<file path="src/rtl/op_decode_pipe.sv">
// op_decode_pipe: decodes a raw instruction word into datapath control
// fields and buffers the result in a two-entry skid buffer (output register
// plus skid register). The ready signal toward the producer is registered,
// so there is no combinational path from out_ready back to in_ready.
module op_decode_pipe #(
    parameter int DATA_W = 11,
    parameter int CNT_W  = 8,
    localparam int OP_W  = DATA_W + 10
) (
    input  logic              clk,
    input  logic              reset,
    input  logic              in_valid,
    output logic              in_ready,
    input  logic [OP_W-1:0]   op_code,
    input  logic              flush,
    output logic              out_valid,
    input  logic              out_ready,
    output logic [2:0]        src,
    output logic [2:0]        dst,
    output logic [DATA_W-1:0] const_val,
    output logic [3:0]        pc_instr,
    output logic [1:0]        alu_instr,
    output logic [1:0]        registers_instr,
    output logic [1:0]        in_mux_sel,
    output logic              out_mux_sel,
    output logic              illegal,
    output logic [CNT_W-1:0]  illegal_count
);

    // Opcodes
    localparam logic [3:0] OP_NOP = 4'd0;
    localparam logic [3:0] OP_MOV = 4'd1;
    localparam logic [3:0] OP_SWP = 4'd2;
    localparam logic [3:0] OP_SAV = 4'd3;
    localparam logic [3:0] OP_ADD = 4'd4;
    localparam logic [3:0] OP_SUB = 4'd5;
    localparam logic [3:0] OP_NEG = 4'd6;
    localparam logic [3:0] OP_JMP = 4'd7;
    localparam logic [3:0] OP_JEZ = 4'd8;
    localparam logic [3:0] OP_JNZ = 4'd9;
    localparam logic [3:0] OP_JGZ = 4'd10;
    localparam logic [3:0] OP_JLZ = 4'd11;
    localparam logic [3:0] OP_JRO = 4'd12;

    // Operand locations
    localparam logic [2:0] LOC_ACC = 3'd0;
    localparam logic [2:0] LOC_NIL = 3'd1;
    localparam logic [2:0] LOC_IMM = 3'd7;

    // Control encodings
    localparam logic [3:0] PC_INC = 4'd0;
    localparam logic [3:0] PC_JMP = 4'd1;
    localparam logic [3:0] PC_JEZ = 4'd2;
    localparam logic [3:0] PC_JNZ = 4'd3;
    localparam logic [3:0] PC_JGZ = 4'd4;
    localparam logic [3:0] PC_JLZ = 4'd5;
    localparam logic [3:0] PC_JRO = 4'd6;

    localparam logic [1:0] ALU_PASS = 2'd0;
    localparam logic [1:0] ALU_ADD  = 2'd1;
    localparam logic [1:0] ALU_SUB  = 2'd2;
    localparam logic [1:0] ALU_NEG  = 2'd3;

    localparam logic [1:0] REG_NONE      = 2'd0;
    localparam logic [1:0] REG_WRITE_ACC = 2'd1;
    localparam logic [1:0] REG_SWP       = 2'd2;
    localparam logic [1:0] REG_SAV       = 2'd3;

    localparam logic [1:0] IN_ACC   = 2'd0;
    localparam logic [1:0] IN_CONST = 2'd1;
    localparam logic [1:0] IN_PORT  = 2'd2;
    localparam logic [1:0] IN_ZERO  = 2'd3;

    typedef struct packed {
        logic [2:0]        src;
        logic [2:0]        dst;
        logic [DATA_W-1:0] cval;
        logic [3:0]        pc;
        logic [1:0]        alu;
        logic [1:0]        regs;
        logic [1:0]        in_sel;
        logic              out_sel;
        logic              illegal;
    } entry_t;

    // Maps an operand location onto the ALU input mux selection
    function automatic logic [1:0] src_sel(input logic [2:0] loc);
        logic [1:0] sel;
        if (loc == LOC_ACC) begin
            sel = IN_ACC;
        end else if (loc == LOC_IMM) begin
            sel = IN_CONST;
        end else if (loc == LOC_NIL) begin
            sel = IN_ZERO;
        end else begin
            sel = IN_PORT;
        end
        return sel;
    endfunction

    logic [3:0]        f_op;
    logic [2:0]        f_src;
    logic [2:0]        f_dst;
    logic [DATA_W-1:0] f_imm;
    entry_t            dec;

    assign f_op  = op_code[OP_W-1 -: 4];
    assign f_src = op_code[OP_W-5 -: 3];
    assign f_imm = op_code[DATA_W+2:3];
    assign f_dst = op_code[2:0];

    // Decode the incoming word; illegal words keep NOP controls
    always_comb begin
        dec         = '0;
        dec.src     = f_src;
        dec.dst     = f_dst;
        dec.cval    = f_imm;
        dec.pc      = PC_INC;
        dec.alu     = ALU_PASS;
        dec.regs    = REG_NONE;
        dec.in_sel  = IN_ZERO;
        dec.out_sel = 1'b0;
        dec.illegal = 1'b0;
        case (f_op)
            OP_NOP: begin
                dec.in_sel = IN_ZERO;
            end
            OP_MOV: begin
                if (f_dst == LOC_IMM) begin
                    dec.illegal = 1'b1;
                end else begin
                    dec.in_sel = src_sel(f_src);
                    if (f_dst == LOC_ACC) begin
                        dec.regs = REG_WRITE_ACC;
                    end else if (f_dst != LOC_NIL) begin
                        dec.out_sel = 1'b1;
                    end
                end
            end
            OP_SWP: begin
                dec.regs   = REG_SWP;
                dec.in_sel = IN_ACC;
            end
            OP_SAV: begin
                dec.regs   = REG_SAV;
                dec.in_sel = IN_ACC;
            end
            OP_ADD: begin
                dec.alu    = ALU_ADD;
                dec.regs   = REG_WRITE_ACC;
                dec.in_sel = src_sel(f_src);
            end
            OP_SUB: begin
                dec.alu    = ALU_SUB;
                dec.regs   = REG_WRITE_ACC;
                dec.in_sel = src_sel(f_src);
            end
            OP_NEG: begin
                dec.alu    = ALU_NEG;
                dec.regs   = REG_WRITE_ACC;
                dec.in_sel = IN_ACC;
            end
            OP_JMP: begin
                dec.pc     = PC_JMP;
                dec.in_sel = IN_CONST;
            end
            OP_JEZ: begin
                dec.pc     = PC_JEZ;
                dec.in_sel = IN_CONST;
            end
            OP_JNZ: begin
                dec.pc     = PC_JNZ;
                dec.in_sel = IN_CONST;
            end
            OP_JGZ: begin
                dec.pc     = PC_JGZ;
                dec.in_sel = IN_CONST;
            end
            OP_JLZ: begin
                dec.pc     = PC_JLZ;
                dec.in_sel = IN_CONST;
            end
            OP_JRO: begin
                dec.pc     = PC_JRO;
                dec.in_sel = src_sel(f_src);
            end
            default: begin
                dec.illegal = 1'b1;
            end
        endcase
    end

    logic             out_valid_q, out_valid_d;
    logic             skid_valid_q, skid_valid_d;
    logic             in_ready_q, in_ready_d;
    entry_t           out_entry_q, out_entry_d;
    entry_t           skid_entry_q, skid_entry_d;
    logic [CNT_W-1:0] cnt_q, cnt_d;
    logic             accept;
    logic             pop;

    assign accept = in_valid & in_ready_q;
    assign pop    = out_valid_q & out_ready;

    // Skid buffer next state: output slot refills from skid first, flush empties both
    always_comb begin
        out_valid_d  = out_valid_q;
        skid_valid_d = skid_valid_q;
        out_entry_d  = out_entry_q;
        skid_entry_d = skid_entry_q;
        if (flush) begin
            out_valid_d  = 1'b0;
            skid_valid_d = 1'b0;
        end else if (!out_valid_q || pop) begin
            if (skid_valid_q) begin
                out_entry_d  = skid_entry_q;
                out_valid_d  = 1'b1;
                skid_valid_d = 1'b0;
            end else if (accept) begin
                out_entry_d = dec;
                out_valid_d = 1'b1;
            end else begin
                out_valid_d = 1'b0;
            end
        end else if (accept) begin
            skid_entry_d = dec;
            skid_valid_d = 1'b1;
        end
        in_ready_d = ~skid_valid_d;
    end

    // Saturating count of illegal words taken in (flushed offers are not taken)
    always_comb begin
        cnt_d = cnt_q;
        if (accept && !flush && dec.illegal && (cnt_q != {CNT_W{1'b1}})) begin
            cnt_d = cnt_q + {{(CNT_W-1){1'b0}}, 1'b1};
        end
    end

    // State registers with synchronous reset overriding flush and handshakes
    always_ff @(posedge clk) begin
        if (reset) begin
            out_valid_q  <= 1'b0;
            skid_valid_q <= 1'b0;
            in_ready_q   <= 1'b1;
            out_entry_q  <= '0;
            skid_entry_q <= '0;
            cnt_q        <= '0;
        end else begin
            out_valid_q  <= out_valid_d;
            skid_valid_q <= skid_valid_d;
            in_ready_q   <= in_ready_d;
            out_entry_q  <= out_entry_d;
            skid_entry_q <= skid_entry_d;
            cnt_q        <= cnt_d;
        end
    end

    assign in_ready        = in_ready_q;
    assign out_valid       = out_valid_q;
    assign src             = out_entry_q.src;
    assign dst             = out_entry_q.dst;
    assign const_val       = out_entry_q.cval;
    assign pc_instr        = out_entry_q.pc;
    assign alu_instr       = out_entry_q.alu;
    assign registers_instr = out_entry_q.regs;
    assign in_mux_sel      = out_entry_q.in_sel;
    assign out_mux_sel     = out_entry_q.out_sel;
    assign illegal         = out_entry_q.illegal;
    assign illegal_count   = cnt_q;

endmodule

</file>
<file path="config.mk">
export PLATFORM = sky130hd
export DESIGN_NAME = op_decode_pipe
export DESIGN_NICKNAME = d
export VERILOG_FILES = /design/src/rtl/op_decode_pipe.sv
export SDC_FILE = /design/constraint.sdc
export NUM_CORES = 1
export LEC_CHECK = 0
export CELL_PAD_IN_SITES_DETAIL_PLACEMENT = 1
export CELL_PAD_IN_SITES_GLOBAL_PLACEMENT = 1
export CORE_ASPECT_RATIO = 1.75
export CORE_MARGIN = 3
export CORE_UTILIZATION = 37
export DETAILED_ROUTE_END_ITERATION = 8
export GPL_ROUTABILITY_DRIVEN = 0
export PLACE_DENSITY = 0.82
export SETUP_SLACK_MARGIN = 0.4
export SLEW_MARGIN = 5
export SYNTH_ARGS = -nofsm -noshare
export SYNTH_HDL_FRONTEND = slang
export SYNTH_SLANG_ARGS = --single-unit
</file>
<file path="constraint.sdc">
create_clock -name clk -period 2.6 [get_ports clk]
set_input_delay 0.78 -clock clk [delete_from_list [all_inputs] [get_ports clk]]
set_output_delay 0.78 -clock clk [all_outputs]
set_load 0.005 [all_outputs]
</file>
==> summary.txt <==
Timing
  • Fin crit period: 2210 ps
  • RSZ-0062 raised after global routing: yes
  • Fin crit share: 85.0%
  • Slew HR: 55.5%
  • Max frequency: 453 MHz
  • Clock Skews: 6.40 ps
  • Pins over their slew limit: 0
  • Final Hold Viols: 0
  • Endpoints failing setup: 0
  • Setup_tns: 0 ps
  • Least-Margin Pin Slew: 667 ps

Clock tree
  • Worst-skew pair later-pin latency: 330 ps
  • Clock slew at the register clock pins of the worst setup and hold paths: 50 ps
  • H-tree Lvls: 3
  • CTS tree: built
  • Clock Path Buffers: 2
  • CTS Sinks: 67
  • Clock root buffer: clkbuf_16
  • Num CTS Buffers: 9

Hold path
  • Worst Hold Class: register to register

Setup path
  • Crit Path Max Fanout: 5
  • Critical path class: primary input to register
  • Family with the most delay on the worst path: simple AND/OR/NAND/NOR gates
  • Max stage delay cell, worst path: or4b_4
  • Crit path required time: 2820 ps
  • Setup crit start kind: primary input
  • CP cell instances: buf_6 -> or4b_4 -> o22a_4 -> buf_12 -> nor4_4 -> mux2_4
  • Critical Path Max Stage Delay: 530 ps
  • Critical path arrival: 2430 ps
  • CP bufs+invs: 2
  • Critical path capture point type: register

Synth
  • Top-area cell type share of the netlist area: 44.9%
  • Synth Register Bits: 67
  • Synth Flop Type: dfxtp_1
  • Mux cell area share after synthesis: 8.16%
  • Ranking of synthesized cells by area: dfxtp_1 45%, nand2_1 7.2%, mux2i_1 7.0%
  • Leading area contributor after synthesis: dfxtp_1
  • Largest family of logic cells by synthesized area: simple AND/OR/NAND/NOR gates
  • FFs w/ async S/R, synth: 0%
  • Mapped cell area: 2990 µm²
  • Post-synthesis compound-gate area fraction: 19.1%
  • Synth Area in Simple Gates: 22.1%
  • Syn Inst Count: 353
  • Syn nets: 380
  • Yosys cell types: 45
  • Post-synth EDFFs: 0
  • Synthesized-area fraction occupied by adder cells: 0.419%
  • Sequential fraction of the synthesis area: 44.9%
  • Syn_area_per_cell: 8.47 µm²
  • Syn. warnings: 0
  • Post-synthesis xor/xnor area fraction: 0.586%

Die
  • I/O Pins: 65
  • Die height: 125 µm
  • FP Rows: 42
  • Core area: 7720 µm²
  • Die X: 73.9 µm
  • Die Footprint: 9240 µm²
  • Initial Util: 38.7%

Cells and area
  • Fin cells: 514
  • Final net count: 448
  • Layout cells sized above 1: 12.9%
  • P&R area growth vs syn: 39.0%
  • Antenna Cells: 0

Power
  • Net Sw Frac: 23.1%
  • Peak VDD IR: 0.000341 V
  • PD cells: 619 nW/µm²
  • Leak: 1.45 nW
  • Logic pwr share: 11.3%
  • Net Sw Power: 0.000594 W
  • Clock Power Share: 46.8%
  • Power Total: 0.00257 W
  • Share of power burned in registers: 41.9%
  • P_int: 0.00198 W

Route
  • DR pass1 iterations: 4
  • Initial drt markers: 97
  • DRC violations left: 0
  • Routed len/inst: 16.9 µm
  • Final antenna-violating net count: 0
  • Vias per inst: 5.53
  • Via count: 2841
  • Drt total wl: 8.69 mm

Global routing
  • Initial antenna violation count: 0
  • First-pass GRT wire length: 14.4 mm
  • Number of global-route vias before repair: 3011
  • Largest net degree at the start of global routing: 58
  • GRT Util Overall: 19.9%
  • Total grt overflow: 0

Placement
  • Cells after DPL: 494
  • Hpwl dp: 5.85 mm
  • Port Buf Inserts: 63

Run
  • Max Cap Viol: 0

Status
  • Status: finished clean
[tightest hold or removal path: cells and delay by family, from the launching register on]
kind | cells | cell delay [ps]
DFF | 1 | 300
AOI/OAI and AO/OA | 1 | 50
and+or+nand+nor | 1 | 50
[layout make-up]
| type | count | area, µm² |
|---|---|---|
| Fill cell | 891 | 3570 |
| Multi-Input combinational cell | 254 | 1580 |
| Sequential cell | 67 | 1340 |
| Timing Repair Buffer | 84 | 811 |
| Clock buffer | 14 | 254 |
| Tap cell | 88 | 110 |
| Clock inverter | 2 | 35.0 |
| Inverter | 5 | 18.8 |
[sequential cells by signal, indices dropped and copies added (netlist names)]
signal,count
out_mux_sel,1
skid_valid_q,1
alu_instr,2
out_valid,1
illegal_count,8
registers_instr,2
const_val,11
src,3
dst,3
in_ready,1
in_mux_sel,2
pc_instr,3
skid_entry_q,28
illegal,1
[timing repair]
item	in CTS	in global routing
resized for setup	28	4
gates cloned	1	1
pin swaps	8	1
setup buffers	2	0
setup endpoints to repair	12	5
hold buffers	0	0
[metrics by stage]
step	hold WS, ps	setup slack [ps]	area [µm²]	utilization, %
2_1_floorplan	432	298	3000	-
6_report	455	391	4150	53.8
3_3_place_gp	439	-188	3800	49.1
3_5_place_dp	447	-259	3800	49.1
5_1_grt	471	386	4150	53.8
4_1_cts	455	410	4130	53.5
[cells in the final DEF (no fill, tap or decap), types with 5 or more instances in the layout]
cell type        synthesis  final
dfxtp_1                 67     67
nand2_1                 57     57
clkdlybuf4s50_1          0     55
nor2_1                  35     35
a21oi_1                 35     33
a211oi_1                26     26
mux2i_1                 21     21
buf_4                    1     16
clkbuf_16                0      9
nor2b_1                  6      6
o211ai_1                 6      6
nand3_1                  7      6
or4_1                    6      5
[metal layers]
metal / track usage, % / wire length (µm) / vias to the layer above
met5: 0 / 0 / -
met4: 10.0 / 273 / 0
met3: 4.85 / 301 / 18
met2: 33.8 / 4650 / 52
met1: 22.4 / 3460 / 1374
li1: - / - / 1397
[Yosys cell counts (all sizes together) (3+ instances only)]
library cell  count
or4               6
a21oi            35
o31ai             3
mux2              3
nand2            57
o21ai             4
nor2b             6
buf               8
inv               4
mux2i            21
nor3b             3
a311oi            4
nand3             7
nor4              5
and2              3
dfxtp            67
o211ai            6
nor2             35
clkbuf           20
a211oi           26
nor3              4
[power groups by stage]
stage	clock network, W	logic, W	registers (W)
after floorplan	0	0.000127	0.00110
after global placement	0	0.000277	0.00110
after detailed placement	0	0.000287	0.00110
after CTS	0.00123	0.000291	0.00108
after global routing	0.00128	0.000320	0.00108
final	0.00120	0.000290	0.00108
[worst paths after layout]
check                   startpoint               end  slack, ps  cells after the start
setup / recovery       op_code[18]  illegal_count[7]        390                      6
hold / removal    skid_entry_q[19]  skid_entry_q[19]        450                      2
setup reg to reg  illegal_count[0]  illegal_count[3]        860                      6
hold reg to reg   skid_entry_q[19]  skid_entry_q[19]        450                      2
[cell families (layout without fill, tap and decap cells)]
logic type | count (synthesis) | in the layout
other cells | 1 | 1
simple gates | 138 | 138
mux | 24 | 24
xor+xnor | 2 | 2
buf+inv | 33 | 105
fa+ha+maj | 1 | 1
compound gates | 87 | 88
flops | 67 | 67
Note: power is estimated with default switching activity, not from simulation.
